`config.mk`:
```
export PLATFORM = sky130hd
export DESIGN_NAME = la_capture
export DESIGN_NICKNAME = d
export VERILOG_FILES = /design/src/rtl/la_capture.sv
export SDC_FILE = /design/constraint.sdc
export NUM_CORES = 1
export LEC_CHECK = 0
export CAP_MARGIN = 25
export CELL_PAD_IN_SITES_DETAIL_PLACEMENT = 0
export CELL_PAD_IN_SITES_GLOBAL_PLACEMENT = 2
export CORE_MARGIN = 2
export CORE_UTILIZATION = 30
export DETAILED_ROUTE_END_ITERATION = 16
export PLACE_DENSITY = 0.79
export SLEW_MARGIN = 0
export SYNTH_ARGS = -nofsm -noshare
export SYNTH_HDL_FRONTEND = slang
export SYNTH_SLANG_ARGS = --single-unit
```
`constraint.sdc`:
```
create_clock -name clock -period 2.73 [get_ports clock]
set_input_delay 0.546 -clock clock [delete_from_list [all_inputs] [get_ports clock]]
set_output_delay 0.546 -clock clock [all_outputs]
set_load 0.03 [all_outputs]
```
`src/rtl/la_capture.sv`:
```
// -----------------------------------------------------------------------------
// la_capture -- logic-analyser capture engine streaming samples into a pair of
// SQI serial SRAMs (one nibble-wide chip per 4 sample bits).
//
// Sequence: IDLE -> CMD (write opcode 0x02, 2 nibbles) -> ADDR (0x000000,
// 6 nibbles) -> [ARM: wait for trigger] -> CAPTURE (samples_post+1 samples)
// -> DONE. Command and address nibbles are duplicated on every chip.
//
// Configuration macro: LA_TRIGGER_EN
//   defined   : ARM state and the masked trigger compare are built.
//   undefined : ADDR goes straight to CAPTURE; trig_mask/trig_value ignored.
//
// Ports
//   clock         sole clock; SRAM SCK = clock & sram_clk_en
//   reset_n       asynchronous active-low reset
//   start         single-cycle capture request (accepted in IDLE/DONE only)
//   samples_post  post-trigger sample count minus one, latched on start
//   trig_mask     bits taking part in the trigger compare
//   trig_value    required level of each masked bit
//   lat           sample data from the input latches
//   sram_cs_n     shared SRAM chip select, active-low
//   sram_clk_en   SCK gate
//   sram_oe       SIO output enable
//   sram_dout     SIO drive data; [3:0] chip 0, [7:4] chip 1, ...
//   busy          high in every state except IDLE and DONE
//   done          capture complete, held until the next accepted start
//   sample_count  samples written, saturating
// All outputs are registered.
// -----------------------------------------------------------------------------
module la_capture #(
  parameter int LA_WIDTH    = 8,   // must be a multiple of 4 (one nibble per chip)
  parameter int COUNT_WIDTH = 23
) (
  input  logic                   clock,
  input  logic                   reset_n,
  input  logic                   start,
  input  logic [COUNT_WIDTH-1:0] samples_post,
  input  logic [LA_WIDTH-1:0]    trig_mask,
  input  logic [LA_WIDTH-1:0]    trig_value,
  input  logic [LA_WIDTH-1:0]    lat,
  output logic                   sram_cs_n,
  output logic                   sram_clk_en,
  output logic                   sram_oe,
  output logic [LA_WIDTH-1:0]    sram_dout,
  output logic                   busy,
  output logic                   done,
  output logic [COUNT_WIDTH-1:0] sample_count
);

  localparam int              CHIPS      = LA_WIDTH / 4;
  localparam logic [7:0]      SQI_WRITE  = 8'h02;
  localparam logic [23:0]     START_ADDR = 24'h000000;
  localparam logic [COUNT_WIDTH-1:0] COUNT_MAX = {COUNT_WIDTH{1'b1}};

  typedef enum logic [2:0] {
    S_IDLE,
    S_CMD,
    S_ADDR,
`ifdef LA_TRIGGER_EN
    S_ARM,
`endif
    S_CAPTURE,
    S_DONE
  } state_t;

  state_t                 state_q, state_d;
  logic [2:0]             nib_q, nib_d;     // nibble index within CMD / ADDR
  logic [COUNT_WIDTH-1:0] cap_q, cap_d;     // capture index, compared to post_q
  logic [COUNT_WIDTH-1:0] post_q, post_d;   // samples_post latched at start
  logic [COUNT_WIDTH-1:0] count_d;

  logic                   cs_n_d, clk_en_d, oe_d, busy_d, done_d;
  logic [LA_WIDTH-1:0]    dout_d;
  logic [7:0]             op_shift;
  logic [23:0]            addr_shift;

`ifdef LA_TRIGGER_EN
  logic trig_hit;
  assign trig_hit = ((lat ^ trig_value) & trig_mask) == '0;
`else
  logic unused_trig;
  assign unused_trig = ^{trig_mask, trig_value};
`endif

  // Next-state logic plus output lookahead: outputs are decoded from the
  // next state so that they can be registered without a cycle of lag.
  always_comb begin
    // NOTE: every variable gets a default first so no path leaves one unassigned (no latch).
    state_d    = state_q;
    nib_d      = nib_q;
    cap_d      = cap_q;
    post_d     = post_q;
    count_d    = sample_count;
    cs_n_d     = 1'b1;
    clk_en_d   = 1'b0;
    oe_d       = 1'b0;
    dout_d     = '0;
    busy_d     = 1'b0;
    done_d     = 1'b0;
    op_shift   = 8'h00;
    addr_shift = 24'h000000;

    case (state_q)
      S_IDLE, S_DONE: begin
        if (start) begin
          state_d = S_CMD;
          nib_d   = 3'd0;
          cap_d   = '0;
          post_d  = samples_post;
          count_d = '0;
        end
      end
      S_CMD: begin
        if (nib_q == 3'd1) begin
          state_d = S_ADDR;
          nib_d   = 3'd0;
        end else begin
          nib_d = nib_q + 3'd1;
        end
      end
      S_ADDR: begin
        if (nib_q == 3'd5) begin
          nib_d = 3'd0;
`ifdef LA_TRIGGER_EN
          state_d = S_ARM;
`else
          state_d = S_CAPTURE;
`endif
        end else begin
          nib_d = nib_q + 3'd1;
        end
      end
`ifdef LA_TRIGGER_EN
      S_ARM: begin
        if (trig_hit) state_d = S_CAPTURE;
      end
`endif
      S_CAPTURE: begin
        if (sample_count != COUNT_MAX) count_d = sample_count + COUNT_WIDTH'(1);
        if (cap_q == post_q) state_d = S_DONE;
        else                 cap_d   = cap_q + COUNT_WIDTH'(1);
      end
      default: state_d = S_IDLE;
    endcase

    case (state_d)
      S_CMD: begin
        // High nibble of the opcode goes out first.
        op_shift = SQI_WRITE << {nib_d[0], 2'b00};
        cs_n_d   = 1'b0;
        clk_en_d = 1'b1;
        oe_d     = 1'b1;
        dout_d   = {CHIPS{op_shift[7:4]}};
        busy_d   = 1'b1;
      end
      S_ADDR: begin
        addr_shift = START_ADDR << {nib_d, 2'b00};
        cs_n_d     = 1'b0;
        clk_en_d   = 1'b1;
        oe_d       = 1'b1;
        dout_d     = {CHIPS{addr_shift[23:20]}};
        busy_d     = 1'b1;
      end
`ifdef LA_TRIGGER_EN
      S_ARM: begin
        // SRAM stays selected but unclocked while waiting for the trigger.
        cs_n_d = 1'b0;
        oe_d   = 1'b1;
        busy_d = 1'b1;
      end
`endif
      S_CAPTURE: begin
        // The dout register is the one-cycle pipeline stage: the first
        // sample written is lat from the cycle that entered CAPTURE.
        cs_n_d   = 1'b0;
        clk_en_d = 1'b1;
        oe_d     = 1'b1;
        dout_d   = lat;
        busy_d   = 1'b1;
      end
      S_DONE:  done_d = 1'b1;
      default: ;
    endcase
  end

  always_ff @(posedge clock or negedge reset_n) begin
    if (!reset_n) begin
      state_q      <= S_IDLE;
      nib_q        <= 3'd0;
      cap_q        <= '0;
      post_q       <= '0;
      sample_count <= '0;
      sram_cs_n    <= 1'b1;
      sram_clk_en  <= 1'b0;
      sram_oe      <= 1'b0;
      sram_dout    <= '0;
      busy         <= 1'b0;
      done         <= 1'b0;
    end else begin
      // NOTE: non-blocking assignments so every register samples pre-edge values.
      state_q      <= state_d;
      nib_q        <= nib_d;
      cap_q        <= cap_d;
      post_q       <= post_d;
      sample_count <= count_d;
      sram_cs_n    <= cs_n_d;
      sram_clk_en  <= clk_en_d;
      sram_oe      <= oe_d;
      sram_dout    <= dout_d;
      busy         <= busy_d;
      done         <= done_d;
    end
  end

endmodule

```
==> results.py, run 1 <==
metrics = {
    "clock_network": {
        "h-tree-depth": 3,
        "tritoncts": "yes",
        "cts-resized-gates": 0,
        "insertion_delay_ps": 350,
        "postCtsSetupBuffers": 0,
        "cts_buffer_depth": 2,
        "cts_made_buffers": 9,
        "clock-sinks": 86,
        "cts_root_buffer": "clkbuf_16",
        "ctsHoldBuffers": 0,
        "path_clk_slew_ps": 60,
    },
    "final_layout": {
        "num-fill-cells": 1389,
        "syn_to_final_growth_pct": 27.9,
        "num_antenna_cells": 0,
        "final_layout_size_suffix_gt1_share_pct": 7.74,
        "num-nets-final": 580,
        "instances_no_fill": 710,
    },
    "worst_setup_path": {
        "cpMaxStageDelayCell": "nor4_1",
        "worstPathCellList": "xor2_1, nor4_1, nand2_1, o31ai_4, buf_4, nand3b_1, mux2i_1",
        "crit_required_ps": 3000,
        "arrival_ps": 2630,
        "path_class": "reg2reg",
        "path_buf_inv": 1,
        "endpoint_kind": "flip-flop",
        "worst_setup_path_start_kind": "flip-flop",
        "cp_slowest_stage_delay_ps": 500,
        "worstPathMaxFanout": 33,
        "cpLargestDelayFamily": "simple AND/OR/NAND/NOR gates",
    },
    "timing": {
        "fin_crit_ps": 2360,
        "fin_tns_setup_ps": 0,
        "fmax_mhz": 424,
        "setup_violations": 0,
        "finalHoldViolations": 0,
        "final.setup.worst_slack_ps": 369,
        "tightest_slew_ps": 684,
        "rsz0062_at_grt": "false",
        "max_slew_margin_pct": 54.3,
        "fin_skew_ps": 6.31,
        "finalCritPeriodShare_pct": 86.5,
        "finalMaxSlewViolations": 0,
    },
    "synth": {
        "synth_adder_area_share_pct": 1.16,
        "synth_top_area_share_pct": 49.3,
        "yosys.area_share.simple_pct": 25.7,
        "synth.cell_area_um2": 4310,
        "synth_seq_cells": 86,
        "synth.most_common_cell": "nand2_1",
        "ys_types": 54,
        "synth-edff-count": 0,
        "yosysWarnings": 0,
        "syn_inst": 456,
        "synthArstFlopShare_pct": 100,
        "synth.mux.area_fraction_pct": 0.464,
        "syn-num-nets": 510,
        "yosys-top-cells-count": "nand2_1, dfrtp_1, xor2_1",
        "synth_top_family_by_area": "simple AND/OR/NAND/NOR gates",
        "synth_area_leaders": "dfrtp_1, nand2_1, xor2_1",
        "ys_seq_area_share_pct": 50.0,
        "synth-compound-area-share_pct": 10.3,
        "ys.flop_type": "dfrtp_1",
        "syn-mean-instance-area_um2": 9.45,
        "yosys.area.top_type": "dfrtp_1",
        "synth_xor_area_share_pct": 8.74,
    },
    "power_and_ir_drop": {
        "p_leak_nw": 2.43,
        "vdd_drop_max_uv": 261,
        "p_per_area_nw_per_um2": 580,
    },
    "detailed_routing": {
        "drt_iter0_drc": 205,
        "routedWlPerCell_um": 13.9,
        "totalWireLength_mm": 9.88,
        "drc": 0,
        "postRouteAntennaNets": 0,
        "vias": 3426,
        "firstDrtPassIters": 6,
        "viasPerCell": 4.83,
    },
    "global_routing": {
        "grt_pass1_wl_mm": 16.5,
        "grtUsageMet2_pct": 22.7,
        "busiest_layer": "met2",
        "grt_max_degree": 48,
        "use_met3_pct": 3.80,
        "grt_usage_pct": 14.0,
        "overflow": 0,
        "grtUsageMet1_pct": 17.8,
        "grt_pass1_vias": 3320,
        "antenna_found_initial": 0,
    },
    "hold_path": {
        "hold_path.class": "in2async",
    },
    "outcome": {
        "outcome": "finished clean",
    },
    "placement": {
        "dp_hpwl_mm": 6.84,
        "port_buffers": 69,
        "placedCellCount": 695,
        "dp_slack_ps": 299,
        "globalplace.congestion": 0.789,
    },
    "die": {
        "io_pins": 86,
        "rows": 43,
        "die_h_um": 124,
        "die-area_um2": 15300,
        "die_w_um": 124,
        "core-area_um2": 13900,
        "start_util_pct": 30.9,
    },
    "flow_run": {
        "drv_cap": 0,
    },
}
power breakdown:
part           leakage (nW)  total (mW)  switching, mW  internal [mW]
clock                 0.142        1.19          0.481          0.712
sequential             1.07        1.52          0.134           1.38
combinational          1.22       0.487          0.250          0.237
total                  2.43        3.20          0.865           2.33
through the flow:
stage | cell area [um2] | hold slack, ps | util, % | total power [mW]
final | 5510 | 209 | 39.6 | 3.20
after global routing | 5510 | 254 | 39.6 | 3.38
after CTS | 5510 | 234 | 39.6 | 3.25
after detailed placement | 5220 | 487 | 37.5 | 2.04
after global placement | 5220 | 487 | 37.5 | 2.02
after floorplan | 4310 | 250 | - | 1.81
sequential cells by signal, indices dropped and copies added, names as in the netlist, named ones only:
signal,count
cap_q,23
nib_q,1
sample_count,23
state_q,3
sram_dout,8
post_q,23
done,1
sram_cs_n,1
busy,1
cell families after synthesis:
kind of cell               Yosys count
muxes                                2
and+or+nand+nor                    220
AOI/OAI and AO/OA                   68
buffers and inverters               33
DFF                                 86
adders and majority gates            4
xor gates and xnor gates            43
cell usage in the layout, fill, tap and decap left out, types with 14 or more instances in the layout:
cell             netlist  final
a21oi_1               16     16
nand2_1               92     92
or3_1                 14     14
o21ai_0               22     22
buf_4                  3     14
xor2_1                39     39
dfrtp_1               85     85
clkdlybuf4s50_1        0     68
nand3_1               18     18
nor2_1                28     28
worst paths after layout:
| kind | startpoint | endpoint | slack (ps) | cells after the start |
|---|---|---|---|---|
| min in group clock | post_q[11]$_DFFE_PN0P_ | post_q[11]$_DFFE_PN0P_ | 490 | 2 |
| worst max register to register | cap_q[19]$_DFFE_PN0P_ | cap_q[19]$_DFFE_PN0P_ | 370 | 7 |
| max in group asynchronous | reset_n | post_q[11]$_DFFE_PN0P_ | 1900 | 2 |
| worst min register to register | post_q[11]$_DFFE_PN0P_ | post_q[11]$_DFFE_PN0P_ | 490 | 2 |
| worst max-delay path | cap_q[19]$_DFFE_PN0P_ | cap_q[19]$_DFFE_PN0P_ | 370 | 7 |
| worst min-delay path | reset_n | sample_count[7]$_DFFE_PN0P_ | 210 | 1 |
per-layer routing:
metal	share of wire, %	routed length [um]
met1	46	4550
met2	48	4760
met3	4.1	402
met4	1.7	164
met5	0	0
area by class of cell:
| cell class | count | area (um2) | area share (%) |
|---|---|---|---|
| clock buffers | 15 | 288 | 5.22 |
| well taps | 180 | 225 | 4.09 |
| multi-input cells | 337 | 2010 | 36.4 |
| flip-flops and latches | 86 | 2150 | 39.1 |
| repair buffers | 83 | 806 | 14.6 |
| inverters | 9 | 33.8 | 0.613 |
(Power assumes the default switching activity.)
==> run 2, diff against run 1 <==
--- a/config.mk
+++ b/config.mk
@@ -11,7 +11,8 @@
 export CORE_MARGIN = 2
 export CORE_UTILIZATION = 30
 export DETAILED_ROUTE_END_ITERATION = 16
-export PLACE_DENSITY = 0.79
+export DONT_BUFFER_PORTS = 1
+export PLACE_DENSITY = 0.67
 export SLEW_MARGIN = 0
 export SYNTH_ARGS = -nofsm -noshare
 export SYNTH_HDL_FRONTEND = slang
==> run 2 against run 1 <==
Net effect: flip-flop and latch count is the same; total power down 3.4%; critical path depth unchanged; clock power barely moved; first-iteration DRC count fell by 39%; critical endpoint unchanged; wire length up 3.0%.
==> results.py, run 2 (synthesis results as in run 1) <==
metrics = {
    "outcome": {
        "outcome": "finished clean",
    },
    "hold_path": {
        "hold_path.class": "in2async",
    },
    "final_layout": {
        "fin_util_pct": 35.2,
        "num-fill-cells": 1443,
        "num-nets-final": 521,
        "design_area_um2": 4910,
        "syn_to_final_growth_pct": 13.8,
        "instances_no_fill": 652,
        "final_common_cell": "nand2_1",
        "num_antenna_cells": 0,
        "final_layout_size_suffix_gt1_share_pct": 11.0,
        "reg_top3": "cap_q: 23 flops, post_q: 23 flops, sample_count: 23 flops",
        "layout_common_cells": "nand2_1, dfrtp_1, xor2_1",
    },
    "clock_network": {
        "tritoncts": "yes",
        "ctsHoldBuffers": 1,
        "clock-sinks": 86,
        "cts_buffer_depth": 2,
        "insertion_delay_ps": 350,
        "cts_made_buffers": 9,
        "cts-resized-gates": 0,
        "h-tree-depth": 3,
        "cts_root_buffer": "clkbuf_16",
        "path_clk_slew_ps": 60,
        "postCtsSetupBuffers": 0,
    },
    "timing": {
        "tightest_slew_ps": 783,
        "max_slew_margin_pct": 47.8,
        "finalMaxSlewViolations": 0,
        "holdWs_ps": 44.6,
        "fmax_mhz": 434,
        "finalCritPeriodShare_pct": 84.4,
        "rsz0062_at_grt": "false",
        "setup_violations": 0,
        "fin_crit_ps": 2300,
        "fin_skew_ps": 8.08,
        "fin_tns_setup_ps": 0,
        "final.setup.worst_slack_ps": 427,
        "finalHoldViolations": 0,
    },
    "power_and_ir_drop": {
        "switching_share_pct": 28.3,
        "p_sw_mw": 0.873,
        "vdd_drop_max_uv": 268,
        "p_per_area_nw_per_um2": 630,
        "pwr-share-comb_pct": 10.2,
        "p_leak_nw": 2.23,
        "p_seq_share_pct": 51.3,
        "clock_power_share_pct": 38.5,
        "finalPower_mw": 3.09,
        "internal_power_mw": 2.22,
    },
    "placement": {
        "port_buffers": 0,
        "globalplace.congestion": 0.774,
        "dp_slack_ps": 421,
        "dp_hpwl_mm": 6.91,
        "dpl-instance-area_um2": 4590,
        "placedCellCount": 635,
    },
    "detailed_routing": {
        "vias": 3254,
        "drt_iter0_drc": 126,
        "totalWireLength_mm": 10.2,
        "firstDrtPassIters": 4,
        "viasPerCell": 4.99,
        "routedWlPerCell_um": 15.6,
        "drc": 0,
        "postRouteAntennaNets": 0,
    },
    "worst_setup_path": {
        "worst-r2r-cell-count": 7,
        "endpoint_kind": "flip-flop",
        "arrival_ps": 2570,
        "worstPathMaxFanout": 33,
        "path_class": "reg2reg",
        "worst_setup_path_start_kind": "flip-flop",
        "crit_required_ps": 2990,
    },
    "die": {
        "io_pins": 86,
        "core-area_um2": 13900,
        "die_h_um": 124,
        "die_w_um": 124,
        "rows": 43,
        "start_util_pct": 30.9,
        "die-area_um2": 15300,
    },
    "global_routing": {
        "grt_max_degree": 86,
        "antenna_found_initial": 0,
        "grt_pass1_vias": 3229,
        "grt_pass1_wl_mm": 16.7,
        "grt_usage_pct": 14.3,
        "overflow": 0,
    },
    "flow_run": {
        "drv_cap": 0,
    },
}
## run 2: cell count changes in the layout (fill, tap and decap cells not counted), sizes merged
cell / before / now
clkdlybuf4s50: 68 / 0
clkinvlp: 0 / 1
clkinv: 0 / 2
clkbuf: 15 / 13
buf: 15 / 24
## run 2: metal layers
| metal | track usage (%) | wire, um | share of wire, % |
|---|---|---|---|
| met1 | 18.1 | 4620 | 45 |
| met2 | 23.7 | 4930 | 48 |
| met3 | 3.71 | 504 | 5.0 |
| met4 | 4.55 | 129 | 1.3 |
| met5 | 0 | 0 | 0 |
## run 2: cell type report
type	instances	area, um2	share of cell area, %
multi-input cells	337	2010	40.9
repair buffers	24	200	4.08
well taps	180	225	4.59
inverters	9	33.8	0.689
flip-flops and latches	86	2150	43.9
clock inverters	3	17.5	0.357
clock buffers	13	270	5.51
## run 2: final timing paths
| check | to | from | slack [ps] |
|---|---|---|---|
| worst max-delay path | cap_q[19]$_DFFE_PN0P_ | cap_q[19]$_DFFE_PN0P_ | 430 |
| worst min-delay path | sram_cs_n$_DFF_PN1_ | reset_n | 40 |
| worst max register to register | cap_q[19]$_DFFE_PN0P_ | cap_q[19]$_DFFE_PN0P_ | 430 |
| worst min register to register | post_q[16]$_DFFE_PN0P_ | post_q[16]$_DFFE_PN0P_ | 500 |
| max in group asynchronous | cap_q[14]$_DFFE_PN0P_ | reset_n | 2260 |
| min in group clock | post_q[11]$_DFFE_PN0P_ | samples_post[11] | 300 |
## run 2: power groups by stage
stage / Combinational (mW) / Clock (mW) / Sequential, mW
2_1_floorplan: 0.239 / 0 / 1.57
3_3_place_gp: 0.283 / 0 / 1.60
3_5_place_dp: 0.292 / 0 / 1.61
4_1_cts: 0.325 / 1.23 / 1.59
5_1_grt: 0.370 / 1.29 / 1.61
6_report: 0.315 / 1.19 / 1.59
## run 2: critical path: stages (launching register included)
cell	delay, ps
dfrtp_1	430
xor2_1	170
nor4_1	450
nand2_1	250
o31ai_4	230
buf_4	330
nand3b_1	170
mux2i_1	190
==> run 3, diff against run 2 <==
--- a/config.mk
+++ b/config.mk
@@ -12,7 +12,7 @@
 export CORE_UTILIZATION = 30
 export DETAILED_ROUTE_END_ITERATION = 16
 export DONT_BUFFER_PORTS = 1
-export PLACE_DENSITY = 0.67
+export PLACE_DENSITY = 0.69
 export SLEW_MARGIN = 0
 export SYNTH_ARGS = -nofsm -noshare
 export SYNTH_HDL_FRONTEND = slang
==> constraint.sdc (replaced) <==
create_clock -name clock -period 2 [get_ports clock]
set_input_delay 0.4 -clock clock [delete_from_list [all_inputs] [get_ports clock]]
set_output_delay 0.4 -clock clock [all_outputs]
set_load 0.03 [all_outputs]
==> run 3 against run 2 <==
Net effect: the flow now finishes with violations (hold timing, setup timing); first-iteration DRC count up 18%; worst setup slack worse by 480 ps; critical endpoint unchanged; total power up 42%; highest routed layer unchanged; non-clock buffer count up 54; core utilization up 3.9 points; largest power group unchanged.
==> results.py, run 3 (synthesis results as in run 1) <==
metrics = {
    "outcome": {
        "outcome": "complete, but fails checks",
        "violations": "hold timing, setup timing",
    },
    "global_routing": {
        "antenna_found_initial": 0,
        "overflow": 0,
        "grt_pass1_vias": 3568,
        "grt_usage_pct": 14.9,
        "grt_pass1_wl_mm": 17.3,
        "grt_max_degree": 87,
    },
    "clock_network": {
        "insertion_delay_ps": 350,
        "path_clk_slew_ps": 60,
        "h-tree-depth": 3,
        "tritoncts": "yes",
        "clock-sinks": 86,
        "cts_made_buffers": 9,
        "cts_buffer_depth": 2,
        "cts_root_buffer": "clkbuf_16",
    },
    "final_layout": {
        "num_antenna_cells": 0,
        "reg_top3": "cap_q: 23 flops, post_q: 23 flops, sample_count: 23 flops",
        "register_area_um2": 2150,
        "final_layout_size_suffix_gt1_share_pct": 23.2,
        "multi_input_area_um2": 2090,
        "syn_to_final_growth_pct": 26.6,
        "num-fill-cells": 1423,
        "num-nets-final": 575,
        "final_common_cell": "nand2_1",
        "layout_common_cells": "nand2_1, dfrtp_1, buf_4",
        "instances_no_fill": 706,
    },
    "placement": {
        "globalplace.congestion": 0.776,
        "placedCellCount": 678,
        "dp_hpwl_mm": 7.05,
        "port_buffers": 0,
    },
    "timing": {
        "fin_crit_ps": 2060,
        "finalHoldViolations": 86,
        "fmax_mhz": 486,
        "fin_skew_ps": 7.96,
        "finalCritPeriodShare_pct": 103,
        "tightest_slew_ps": 597,
        "setup_violations": 10,
        "final.setup.worst_slack_ps": -57.6,
        "holdWs_ps": -257,
        "rsz0062_at_grt": "true",
        "finalMaxSlewViolations": 0,
        "max_slew_margin_pct": 60.2,
        "fin_tns_setup_ps": -236,
    },
    "power_and_ir_drop": {
        "finalPower_mw": 4.39,
        "pwr-share-comb_pct": 16.6,
        "clock_power_share_pct": 37.3,
        "switching_share_pct": 27.4,
        "internal_power_mw": 3.19,
        "vdd_drop_max_uv": 509,
        "p_leak_nw": 2.53,
        "p_per_area_nw_per_um2": 805,
        "p_seq_share_pct": 46.1,
        "p_sw_mw": 1.20,
    },
    "flow_run": {
        "drv_cap": 0,
    },
    "worst_setup_path": {
        "endpoint_kind": "flip-flop",
        "r2r-start": "cap_q[7]$_DFFE_PN0P_",
        "worst-r2r-cell-count": 8,
        "path_class": "reg2reg",
        "arrival_ps": 2330,
        "crit_required_ps": 2270,
        "r2r-end": "cap_q[19]$_DFFE_PN0P_",
        "r2r_setup_slack_ps": -60,
        "worstPathMaxFanout": 8,
        "worst_setup_path_start_kind": "flip-flop",
    },
    "die": {
        "die_h_um": 124,
        "start_util_pct": 30.9,
        "io_pins": 86,
        "core-area_um2": 13900,
        "die_w_um": 124,
        "rows": 43,
        "die-area_um2": 15300,
    },
    "detailed_routing": {
        "vias": 3438,
        "firstDrtPassIters": 4,
        "routedWlPerCell_um": 14.9,
        "drt_iter0_drc": 149,
        "postRouteAntennaNets": 0,
        "totalWireLength_mm": 10.5,
        "viasPerCell": 4.87,
        "drc": 0,
    },
    "hold_path": {
        "hold_path.class": "in2async",
    },
}
## run 3: changes by cell type in the layout (fill, tap and decap cells not counted), moves of 3 or more
cell and delta:
clkbuf_8 -3, buf_4 +47, buf_6 +3, nor4_2 +3
o21ai_1 +4, o21ai_2 +3, nor4_1 -3, o21ai_0 -7
## run 3: repair_timing
| item | 4_1_cts | 5_1_grt |
|---|---|---|
| gates cloned | 3 | 1 |
| buffers inserted | 6 | 3 |
| hold endpoints to repair | 86 | 86 |
| pin swaps | 7 | 18 |
| setup endpoints to repair | 32 | 38 |
| gates resized for setup | 14 | 18 |
## run 3: per-layer routing
| layer | GRT usage (%) | vias to the layer above | share of wire (%) |
|---|---|---|---|
| li1 | - | 1707 | - |
| met1 | 17.6 | 1656 | 45 |
| met2 | 25.2 | 66 | 49 |
| met3 | 5.49 | 9 | 5.4 |
| met4 | 4.55 | 0 | 0.88 |
| met5 | 0 | - | 0 |
## run 3: worst max-delay path by stage
stage / to / from / depth (start not counted)
finish: cap_q[19]$_DFFE_PN0P_ / cap_q[7]$_DFFE_PN0P_ / 8
global route: cap_q[19]$_DFFE_PN0P_ / cap_q[7]$_DFFE_PN0P_ / 8
CTS: cap_q[19]$_DFFE_PN0P_ / cap_q[7]$_DFFE_PN0P_ / 8
detailed placement: cap_q[19]$_DFFE_PN0P_ / post_q[19]$_DFFE_PN0P_ / 9
global placement: cap_q[19]$_DFFE_PN0P_ / post_q[19]$_DFFE_PN0P_ / 9
floorplan: sample_count[18]$_DFFE_PN0P_ / sample_count[8]$_DFFE_PN0P_ / 7
## run 3: power groups by stage
stage	Sequential [mW]	Combinational, mW	Clock (mW)
3_5_place_dp	2.05	0.696	0
4_1_cts	2.02	0.730	1.72
2_1_floorplan	2.14	0.326	0
6_report	2.02	0.730	1.64
5_1_grt	2.05	0.812	1.78
3_3_place_gp	2.05	0.682	0
## run 3: area by class of cell
class | count | share of cell area, %
Clock buffer | 11 | 4.27
Timing Repair Buffer | 78 | 12.2
Multi-Input combinational cell | 337 | 38.3
Clock inverter | 5 | 0.917
Tap cell | 180 | 4.13
Sequential cell | 86 | 39.5
Inverter | 9 | 0.619
## run 3: worst max-delay path, cell delays in order, from the launching register on
cell and delay, ps:
dfrtp_1 410, xor2_1 160, nor4_2 300, nand4_2 250
o31ai_4 270, buf_6 170, buf_12 120, nand3b_1 120
mux2i_1 180
## run 3: stage by stage
stage | util, % | worst slack, ps | cell area (um2)
6_report | 39.1 | -57.6 | 5460
5_1_grt | 39.1 | -197 | 5460
4_1_cts | 38.6 | -52.0 | 5380
3_5_place_dp | 35.4 | -147 | 4930
3_3_place_gp | 35.4 | -150 | 4930
2_1_floorplan | - | 9.79 | 4310
